## src/rtl/player_bullet.sv

```systemverilog
// Player projectile: fire-edge launch, per-frame climb, per-clock box collision
// against an enemy array, registered hit/miss pulses, saturating score and cooldown.

module player_bullet_box (
    input  logic [10:0] bl_i,
    input  logic [10:0] br_i,
    input  logic [10:0] bt_i,
    input  logic [10:0] bb_i,
    input  logic [9:0]  left_i,
    input  logic [9:0]  right_i,
    input  logic [9:0]  top_i,
    input  logic [9:0]  bot_i,
    input  logic        dead_i,
    output logic        ovl_o
);
    assign ovl_o = ~dead_i
                 && (bl_i <= {1'b0, right_i}) && (br_i >= {1'b0, left_i})
                 && (bt_i <= {1'b0, bot_i})   && (bb_i >= {1'b0, top_i});
endmodule

module player_bullet #(
    parameter int         num_enemy_p       = 4,
    parameter logic [9:0] speed_p           = 10'd8,
    parameter logic [9:0] bullet_w_p        = 10'd2,
    parameter logic [9:0] bullet_h_p        = 10'd8,
    parameter logic [9:0] top_limit_p       = 10'd0,
    parameter logic [7:0] cooldown_frames_p = 8'd30
) (
    input  logic                      clk_i,
    input  logic                      reset_ni,
    input  logic                      frame_i,
    input  logic                      fire_i,
    input  logic [9:0]                player_left_i,
    input  logic [9:0]                player_top_i,
    input  logic [10*num_enemy_p-1:0] enemy_left_i,
    input  logic [10*num_enemy_p-1:0] enemy_right_i,
    input  logic [10*num_enemy_p-1:0] enemy_top_i,
    input  logic [10*num_enemy_p-1:0] enemy_bot_i,
    input  logic [num_enemy_p-1:0]    enemy_dead_i,
    output logic                      bullet_active_o,
    output logic [9:0]                bullet_left_o,
    output logic [9:0]                bullet_top_o,
    output logic [num_enemy_p-1:0]    hit_o,
    output logic                      miss_o,
    output logic [15:0]               score_o
);
    typedef enum logic [1:0] {IDLE = 2'd0, FLYING = 2'd1, COOLDOWN = 2'd2} state_e;

    localparam logic [10:0] W11  = {1'b0, bullet_w_p};
    localparam logic [10:0] H11  = {1'b0, bullet_h_p};
    localparam logic [10:0] SP11 = {1'b0, speed_p};
    localparam logic [10:0] TL11 = {1'b0, top_limit_p};
    localparam logic [7:0]  CD_LAST = cooldown_frames_p - 8'd1;

    state_e                 state_q, state_d;
    logic                   fire_q;
    logic [9:0]             left_q, left_d, top_q, top_d;
    logic [num_enemy_p-1:0] hit_q, hit_d, ovl, hit_sel;
    logic                   miss_q, miss_d;
    logic [15:0]            score_q, score_d;
    logic [7:0]             cnt_q, cnt_d;
    logic                   fire_rise, launch_ok, at_top, any_hit, cd_done, found;
    logic [10:0]            bl, br, bt, bb;

    assign fire_rise = fire_i & ~fire_q;
    assign launch_ok = {1'b0, player_top_i} >= TL11 + H11;
    assign at_top    = {1'b0, top_q} < TL11 + SP11;
    assign cd_done   = (cooldown_frames_p == 8'd0) || (frame_i && cnt_q == CD_LAST);

    // 11-bit extents so right/bottom edges near 1023 never wrap
    assign bl = {1'b0, left_q};
    assign br = bl + W11 - 11'd1;
    assign bt = {1'b0, top_q};
    assign bb = bt + H11 - 11'd1;

    for (genvar i = 0; i < num_enemy_p; i++) begin : g_box
        player_bullet_box u_box (
            .bl_i    (bl),
            .br_i    (br),
            .bt_i    (bt),
            .bb_i    (bb),
            .left_i  (enemy_left_i[10*i +: 10]),
            .right_i (enemy_right_i[10*i +: 10]),
            .top_i   (enemy_top_i[10*i +: 10]),
            .bot_i   (enemy_bot_i[10*i +: 10]),
            .dead_i  (enemy_dead_i[i]),
            .ovl_o   (ovl[i])
        );
    end

    // Lowest index wins when several boxes overlap
    always_comb begin
        hit_sel = '0;
        found   = 1'b0;
        for (int i = 0; i < num_enemy_p; i++) begin
            if (ovl[i] && !found) begin
                hit_sel[i] = 1'b1;
                found      = 1'b1;
            end
        end
    end
    assign any_hit = found;

    always_ff @(posedge clk_i or negedge reset_ni) begin
        if (!reset_ni) state_q <= IDLE;
        else           state_q <= state_d;
    end

    always_comb begin
        state_d = state_q;
        case (state_q)
            IDLE:     if (fire_rise && launch_ok) state_d = FLYING;
            FLYING: begin
                if (any_hit)                 state_d = COOLDOWN;
                else if (frame_i && at_top)  state_d = IDLE;
            end
            COOLDOWN: if (cd_done) state_d = IDLE;
            default:  state_d = IDLE;
        endcase
    end

    always_comb begin
        left_d  = left_q;
        top_d   = top_q;
        hit_d   = '0;
        miss_d  = 1'b0;
        score_d = score_q;
        cnt_d   = cnt_q;
        case (state_q)
            IDLE: begin
                if (fire_rise && launch_ok) begin
                    left_d = player_left_i;
                    top_d  = player_top_i - bullet_h_p;
                end
            end
            FLYING: begin
                if (any_hit) begin
                    hit_d   = hit_sel;
                    score_d = (score_q == 16'hFFFF) ? score_q : score_q + 16'd1;
                    cnt_d   = 8'd0;
                end else if (frame_i) begin
                    if (at_top) miss_d = 1'b1;
                    else        top_d  = top_q - speed_p;
                end
            end
            COOLDOWN: if (frame_i) cnt_d = cnt_q + 8'd1;
            default: ;
        endcase
    end

    always_ff @(posedge clk_i or negedge reset_ni) begin
        if (!reset_ni) begin
            fire_q  <= 1'b0;
            left_q  <= '0;
            top_q   <= '0;
            hit_q   <= '0;
            miss_q  <= 1'b0;
            score_q <= '0;
            cnt_q   <= '0;
        end else begin
            fire_q  <= fire_i;
            left_q  <= left_d;
            top_q   <= top_d;
            hit_q   <= hit_d;
            miss_q  <= miss_d;
            score_q <= score_d;
            cnt_q   <= cnt_d;
        end
    end

    assign bullet_active_o = (state_q == FLYING);
    assign bullet_left_o   = left_q;
    assign bullet_top_o    = top_q;
    assign hit_o           = hit_q;
    assign miss_o          = miss_q;
    assign score_o         = score_q;
endmodule

```

## config.mk

```make
export PLATFORM = sky130hd
export DESIGN_NAME = player_bullet
export DESIGN_NICKNAME = d
export VERILOG_FILES = /design/src/rtl/player_bullet.sv
export SDC_FILE = /design/constraint.sdc
export NUM_CORES = 1
export LEC_CHECK = 0
export ABC_AREA = 1
export ABC_CLOCK_PERIOD_IN_PS = 5730
export CELL_PAD_IN_SITES_DETAIL_PLACEMENT = 0
export CELL_PAD_IN_SITES_GLOBAL_PLACEMENT = 1
export CORE_MARGIN = 3
export CORE_UTILIZATION = 37
export DETAILED_ROUTE_END_ITERATION = 10
export PLACE_DENSITY = 0.94
export RECOVER_POWER = 50
export SLEW_MARGIN = 0
export SYNTH_ARGS = -nofsm -noshare
export SYNTH_HDL_FRONTEND = slang
export SYNTH_SLANG_ARGS = --single-unit
```

## constraint.sdc

```tcl
create_clock -name clk_i -period 5.73 [get_ports clk_i]
set_clock_uncertainty 0.2 [all_clocks]
set_input_delay 0.573 -clock clk_i [delete_from_list [all_inputs] [get_ports clk_i]]
set_output_delay 0.573 -clock clk_i [all_outputs]
set_load 0.02 [all_outputs]
```

==> run summary, run 1 <==
Status = complete, but fails checks
Final Hold Viols = 0
Layout cells sized above 1 = 0.03905
Core ar. = 19,720 µm²
Pre-CTS setup slack = 1.361 ns
Post-detailed-route count of antenna-violating nets = 0
Synth Area in XOR/XNOR = 0.03965
Final HPWL from detailed placement = 18,500 µm
Skew-Pair Late Insertion Delay = 0.29 ns
Worst Tran Pin Value = 2.913 ns
Mapped Area = 7511 µm²
Root Buffer = clkbuf_16
Via count = 7,469
Initial DRT Pass Iterations = 4
Number of synthesized flops with an enable pin = 0
Cts hold-fix bufs = 0
Die width = 148.5 µm
Leak Pwr = 5.513 nW
Worst hold slack = 0.3471 ns
CP arrival = 4.36 ns
Failing checks = max-capacitance violations, max-slew violations
RSZ-0062 raised after global routing = no
Crit start category = register
First-pass GRT wire length = 35,340 µm
Pwr/cell area = 367.9 nW/µm²
Syn Area/Cell = 6.974 µm²
DIE AREA = 22,040 µm²
Peak supply drop = 0.2594 mV
Max-slew violation count = 53
Vias in the first global route = 7,450
Die Y = 148.5 µm
Most common cell on crit path = nand2_1
Tot GR Track Use = 0.1953
WP data required = 5.72 ns
Commonest non-fill, non-tap cell in the layout = inv_1
Iter 0 DRT Violations = 322
Final worst-path cycle share = 0.7637
Reg clk slew, reported paths = 0.08 ns
Nets = 1,661
Total CTS buffers = 5
Final cell count without fillers = 1,571
Max stage delay on crit path = 0.47 ns
CP Capture Type = register
Setup TNS = 0 ns
Placed Instances = 1,563
Fillers = 1,917
ANT cells = 0
Simple-gate portion of the synthesized area = 0.2610
Met3 WL = 1457 µm
IO Count = 230
Post-cts sizing count = 0
Area grow syn2layout = 35.87%
Fin area = 10,200 µm²
Largest net degree at the start of global routing = 53
Crit path cell chain = inv_1 -> ha_1 -> a21oi_4 -> nand3_1 -> xor2_1 -> ha_1 -> a21o_1 -> nor2_1 -> nand2_1 -> nand2_1 -> nand2_1 -> a21oi_1 -> nor2_1 -> nor2_2 -> nand3_2 -> nand2_2 -> nand2_1 -> nand2_1 -> nand2_1
Final setup violation count = 0
Total gr overflow = 0
Final min period = 4.376 ns
Clock Path Buffers = 2
Most frequent cells in the layout = inv_1 (242), nand2_1 (212), clkdlybuf4s50_1 (207)
PnR worst setup slack = 1.354 ns
Placement Cell Area = 10,060 µm²
Drt drc = 0
Syn nets = 1,433
Port buffer count = 229
Synthesized-area fraction occupied by ao, oa, aoi and oai cells = 0.1023
Row count = 51
Most used flip-flop cell after synthesis = dfrtp_1
FF+latch count, synth = 52
RePlAce Congestion = 0.8548
Adder-cell share of the synthesized area = 0.2799
Vias per cell = 4.754
CP max FO = 20
Initial Util = 0.3809
CTS sink count = 52
Postcts setup bufs = 0
Post-synthesis sequential area ratio = 0.1732
Highest Signal Layer = met4
CTS tree = done
Worst Hold Class = register to register
Max-slew headroom = -0.9417
Mux contribution to synthesized area = 0.01183
Share of flip-flops with an asynchronous set or reset = 1.000
Netlist cell types = 47
M1 WL = 10,190 µm
Max-cap violations = 1
Combinational family with the most area after synthesis = adder cells
Initial antenna violation count = 0
# H-tree levels = 2
Drt wl/cell = 14.13 µm
Syn Inst Count = 1,077
YS warnings = 0
WL met2 = 10,160 µm
Final WL = 22,200 µm
Fmax = 0.2285 GHz
CP max-delay cell = dfrtp_1
Crit Path Class = register to register
[sequential cells by signal (all words and copies together) (netlist names)]
register       flops
miss_o             1
score_o           16
bullet_left_o     10
hit_o              4
bullet_top_o      10
fire_q             1
cnt_q              8
state_q            2
[critical path: cells and delay by family (launching register included)]
kind,cells,cell delay [ns]
buffers and inverters,1,0.21
XOR/XNOR,1,0.33
flip-flops,1,0.47
AO/OA/AOI/OAI,3,0.56
adder cells (fa/ha/maj),2,0.63
AND/OR/NAND/NOR,12,1.86
[routing by layer]
metal	global-route usage	up-vias
met2	0.3319	199
met1	0.2625	3316
met4	0.03741	0
met5	0	-
li1	-	3933
met3	0.03382	21
[kinds of logic (layout without fill, tap and decap cells)]
| logic type | count (synthesis) | after routing |
|---|---|---|
| xor gates and xnor gates | 34 | 34 |
| and+or+nand+nor | 433 | 433 |
| AOI/OAI and AO/OA | 129 | 129 |
| buffers and inverters | 253 | 482 |
| muxes | 8 | 8 |
| DFF | 52 | 52 |
| adders and majority gates | 168 | 168 |
[final cells by class]
| cell class | count | area, µm² | share of cell area |
|---|---|---|---|
| repair buffers | 230 | 2291 | 0.2245 |
| multi-input cells | 772 | 5218 | 0.5113 |
| clock buffers | 5 | 125.1 | 0.01226 |
| inverters | 244 | 915.9 | 0.08975 |
| flip-flops and latches | 52 | 1301 | 0.1275 |
| well taps | 265 | 331.6 | 0.03249 |
| clock inverters | 3 | 22.52 | 0.002207 |
[Yosys cell counts, types with 9 or more instances]
cell,n,area (µm²)
inv_1,242,908.4
nand2_1,212,795.8
ha_1,168,2102
nor2_1,86,322.8
a21oi_1,68,340.3
nand3_1,61,305.3
dfrtp_1,52,1301
xor2_1,25,219.0
nand4_1,23,143.9
o21ai_0,20,100.1
nor3_1,13,65.06
o21a_1,12,90.09
nand2_2,10,62.56
o211ai_1,9,67.56
xnor2_1,9,78.83
[worst paths after layout]
path                                             start                           to  slack (ns)  cells after the start
setup / recovery           bullet_top_o[0]$_DFFE_PN0P_  bullet_top_o[3]$_DFFE_PN0P_        1.35                     19
hold / removal                  score_o[1]$_DFFE_PN0P_       score_o[1]$_DFFE_PN0P_        0.35                      2
setup reg to reg           bullet_top_o[0]$_DFFE_PN0P_  bullet_top_o[3]$_DFFE_PN0P_        1.35                     19
hold reg to reg                 score_o[1]$_DFFE_PN0P_       score_o[1]$_DFFE_PN0P_        0.35                      2
max in group asynchronous                     reset_ni       score_o[7]$_DFFE_PN0P_        2.56                      2
min in group asynchronous                     reset_ni             fire_q$_DFF_PN0_        1.11                      2
[stage by stage]
stage                     power [mW]    util
after detailed placement       3.471  0.5102
after global routing           4.226  0.5175
after CTS                      3.795  0.5177
after global placement         3.403  0.5102
final                          3.755  0.5175
after floorplan                2.573       -
[where the power goes]
group / switching, mW / total (mW) / internal (mW)
registers: 0.268 / 0.724 / 0.456
clock network: 0.144 / 0.308 / 0.164
logic: 1.57 / 2.72 / 1.15
total: 1.99 / 3.75 / 1.77
Power figures use the tool's default switching activity.
==> run 2, diff against run 1 <==
--- a/config.mk
+++ b/config.mk
@@ -6,13 +6,13 @@
 export NUM_CORES = 1
 export LEC_CHECK = 0
 export ABC_AREA = 1
-export ABC_CLOCK_PERIOD_IN_PS = 5730
+export ABC_CLOCK_PERIOD_IN_PS = 4400
 export CELL_PAD_IN_SITES_DETAIL_PLACEMENT = 0
 export CELL_PAD_IN_SITES_GLOBAL_PLACEMENT = 1
 export CORE_MARGIN = 3
-export CORE_UTILIZATION = 37
+export CORE_UTILIZATION = 34
 export DETAILED_ROUTE_END_ITERATION = 10
-export PLACE_DENSITY = 0.94
+export PLACE_DENSITY = 0.88
 export RECOVER_POWER = 50
 export SLEW_MARGIN = 0
 export SYNTH_ARGS = -nofsm -noshare
==> constraint.sdc (replaced) <==
create_clock -name clk_i -period 4.4 [get_ports clk_i]
set_clock_uncertainty 0.2 [all_clocks]
set_input_delay 0.44 -clock clk_i [delete_from_list [all_inputs] [get_ports clk_i]]
set_output_delay 0.44 -clock clk_i [all_outputs]
set_load 0.02 [all_outputs]
==> run 2 against run 1 <==
  * The flow still finishes with violations (max-capacitance violations, max-slew violations)
  * Sequential share of layout area fell by 0.059 points
  * Hold slack improved by 0.0033 ns
  * Clock-buffer cell count rose by 1
  * Cell area rose by 0.47%
  * Sequential cell count did not move
  * Die area rose by 8.5%
  * Non-clock buffer count rose by 5
  * Clock power rose by 28%
  * Global-route usage fell by 1.2 points
  * Setup slack got worse by 0.83 ns
  * Wire length rose by 3.1%
==> run summary, run 2 (synthesized netlist as in run 1, its figures left out) <==
Max reg flops = 16 (unchanged)
Worst hold slack = 0.3504 ns (was 0.3471 ns)
Layout cells sized above 1 = 0.04195 (was 0.03905)
Drt drc = 0 (unchanged)
Worst Hold Class = register to register (unchanged)
# H-tree levels = 2 (unchanged)
Iter 0 DRT Violations = 324 (was 322)
Most common cell on crit path = nand2_1 (unchanged)
Final Hold Viols = 0 (unchanged)
Final cell count without fillers = 1,586 (was 1,571)
Crit start category = register (unchanged)
Pwr/cell area = 479.4 nW/µm² (was 367.9 nW/µm²)
Initial antenna violation count = 1 (was 0)
CTS tree = done (unchanged)
Reg clk slew, reported paths = 0.07 ns (was 0.08 ns)
Initial Util = 0.3518 (was 0.3809)
Core ar. = 21,350 µm² (was 19,720 µm²)
Root Buffer = clkbuf_16 (unchanged)
Final WL = 22,880 µm (was 22,200 µm)
Clock Path Buffers = 2 (unchanged)
WP data required = 4.38 ns (was 5.72 ns)
Max-slew headroom = -0.9630 (was -0.9417)
IO Count = 230 (unchanged)
Total gr overflow = 0 (unchanged)
Skew-Pair Late Insertion Delay = 0.29 ns (about the same)
Max-cap violations = 1 (unchanged)
Cts hold-fix bufs = 0 (unchanged)
Final HPWL from detailed placement = 19,080 µm (was 18,500 µm)
Pre-CTS setup slack = 0.5128 ns (was 1.361 ns)
RSZ-0062 raised after global routing = no (unchanged)
Port buffer count = 229 (unchanged)
PnR worst setup slack = 0.5216 ns (was 1.354 ns)
Setup TNS = 0 ns (unchanged)
Final min period = 3.878 ns (was 4.376 ns)
Area grow syn2layout = 36.50% (was 35.87%)
DIE AREA = 23,910 µm² (was 22,040 µm²)
Initial DRT Pass Iterations = 5 (was 4)
Largest net degree at the start of global routing = 53 (unchanged)
CTS sink count = 52 (unchanged)
Drt wl/cell = 14.43 µm (was 14.13 µm)
CP Capture Type = register (unchanged)
Status = complete, but fails checks (unchanged)
Failing checks = max-capacitance violations, max-slew violations (unchanged)
CP max-delay cell = dfrtp_1 (unchanged)
Post-cts sizing count = 0 (unchanged)
ANT cells = 0 (unchanged)
Via count = 7,413 (was 7,469)
Peak supply drop = 0.2396 mV (was 0.2594 mV)
Final setup violation count = 0 (unchanged)
Total CTS buffers = 5 (unchanged)
Crit path cell chain = inv_1 -> ha_1 -> a21oi_4 -> nand3_1 -> xor2_1 -> ha_1 -> a21o_1 -> nor2_1 -> nand2_1 -> nand2_1 -> nand2_1 -> a21oi_1 -> nor2_1 -> nor2_2 -> nand3_2 -> nand2_2 -> nand2_1 -> nand2_1 -> nand2_1 (unchanged)
RePlAce Congestion = 0.8578 (was 0.8548)
Commonest non-fill, non-tap cell in the layout = inv_1 (unchanged)
Worst Tran Pin Value = 2.945 ns (was 2.913 ns)
Postcts setup bufs = 0 (unchanged)
Row count = 53 (was 51)
Final Util = 0.4801 (was 0.5175)
Leak Pwr = 5.531 nW (was 5.513 nW)
Crit Path Class = register to register (unchanged)
Vias in the first global route = 7,129 (was 7,450)
Final worst-path cycle share = 0.8814 (was 0.7637)
Post-detailed-route count of antenna-violating nets = 0 (unchanged)
CP arrival = 3.86 ns (was 4.36 ns)
Fmax = 0.2578 GHz (was 0.2285 GHz)
Max-slew violation count = 53 (unchanged)
Nets = 1,666 (was 1,661)
Die width = 154.6 µm (was 148.5 µm)
Vias per cell = 4.674 (was 4.754)
Max stage delay on crit path = 0.48 ns (was 0.47 ns)
Most frequent cells in the layout = inv_1 (242), nand2_1 (212), clkdlybuf4s50_1 (207) (unchanged)
Placed Instances = 1,578 (was 1,563)
Tot GR Track Use = 0.1837 (was 0.1953)
First-pass GRT wire length = 36,000 µm (was 35,340 µm)
CP max FO = 14 (was 20)
Die Y = 154.6 µm (was 148.5 µm)
[run 2: power by group]
group / total [mW] / internal, mW / leakage, nW / switching, mW
Sequential: 0.930 / 0.594 / 0.673 / 0.335
Clock: 0.395 / 0.213 / 0.0671 / 0.182
Combinational: 3.59 / 1.52 / 4.79 / 2.07
[run 2: worst max-delay path, delay by kind of cell (launching register included)]
family / cells / cell delay (ns)
buf+inv: 1 / 0.22
compound gates: 3 / 0.58
flops: 1 / 0.48
simple gates: 12 / 1.33
fa+ha+maj: 2 / 0.62
xor+xnor: 1 / 0.33
[run 2: through the flow]
stage          area [µm²]  total power, mW
2_1_floorplan        7511            3.351
3_3_place_gp        10110            4.489
3_5_place_dp        10110            4.562
4_1_cts             10260            4.982
5_1_grt             10250            5.544
6_report            10250            4.915
[run 2: final timing paths]
kind / slack, ns / endpoint / startpoint / depth (start not counted)
setup / recovery: 0.52 / bullet_top_o[6]$_DFFE_PN0P_ / bullet_top_o[0]$_DFFE_PN0P_ / 19
hold / removal: 0.35 / score_o[7]$_DFFE_PN0P_ / score_o[7]$_DFFE_PN0P_ / 2
setup reg to reg: 0.52 / bullet_top_o[6]$_DFFE_PN0P_ / bullet_top_o[0]$_DFFE_PN0P_ / 19
hold reg to reg: 0.35 / score_o[7]$_DFFE_PN0P_ / score_o[7]$_DFFE_PN0P_ / 2
max in group asynchronous: 1.34 / hit_o[0]$_DFF_PN0_ / reset_ni / 2
min in group asynchronous: 1.01 / state_q[1]$_DFFE_PN0P_ / reset_ni / 2
[run 2: area by class of cell]
cell class	count	area, µm²
clock buffer	6	128.9
clock inverter	2	16.27
fill	2170	11100
inverter	244	915.9
multi-input combinational	772	5218
sequential	52	1301
tap	275	344.1
timing repair buffer	235	2328
[run 2: routing by layer]
layer,global-route usage,share of wire,wire (µm)
met4,0.02145,0.0080,184
met3,0.03470,0.055,1250
met1,0.2611,0.49,11260
met5,0,0.00057,13
met2,0.2991,0.44,10180
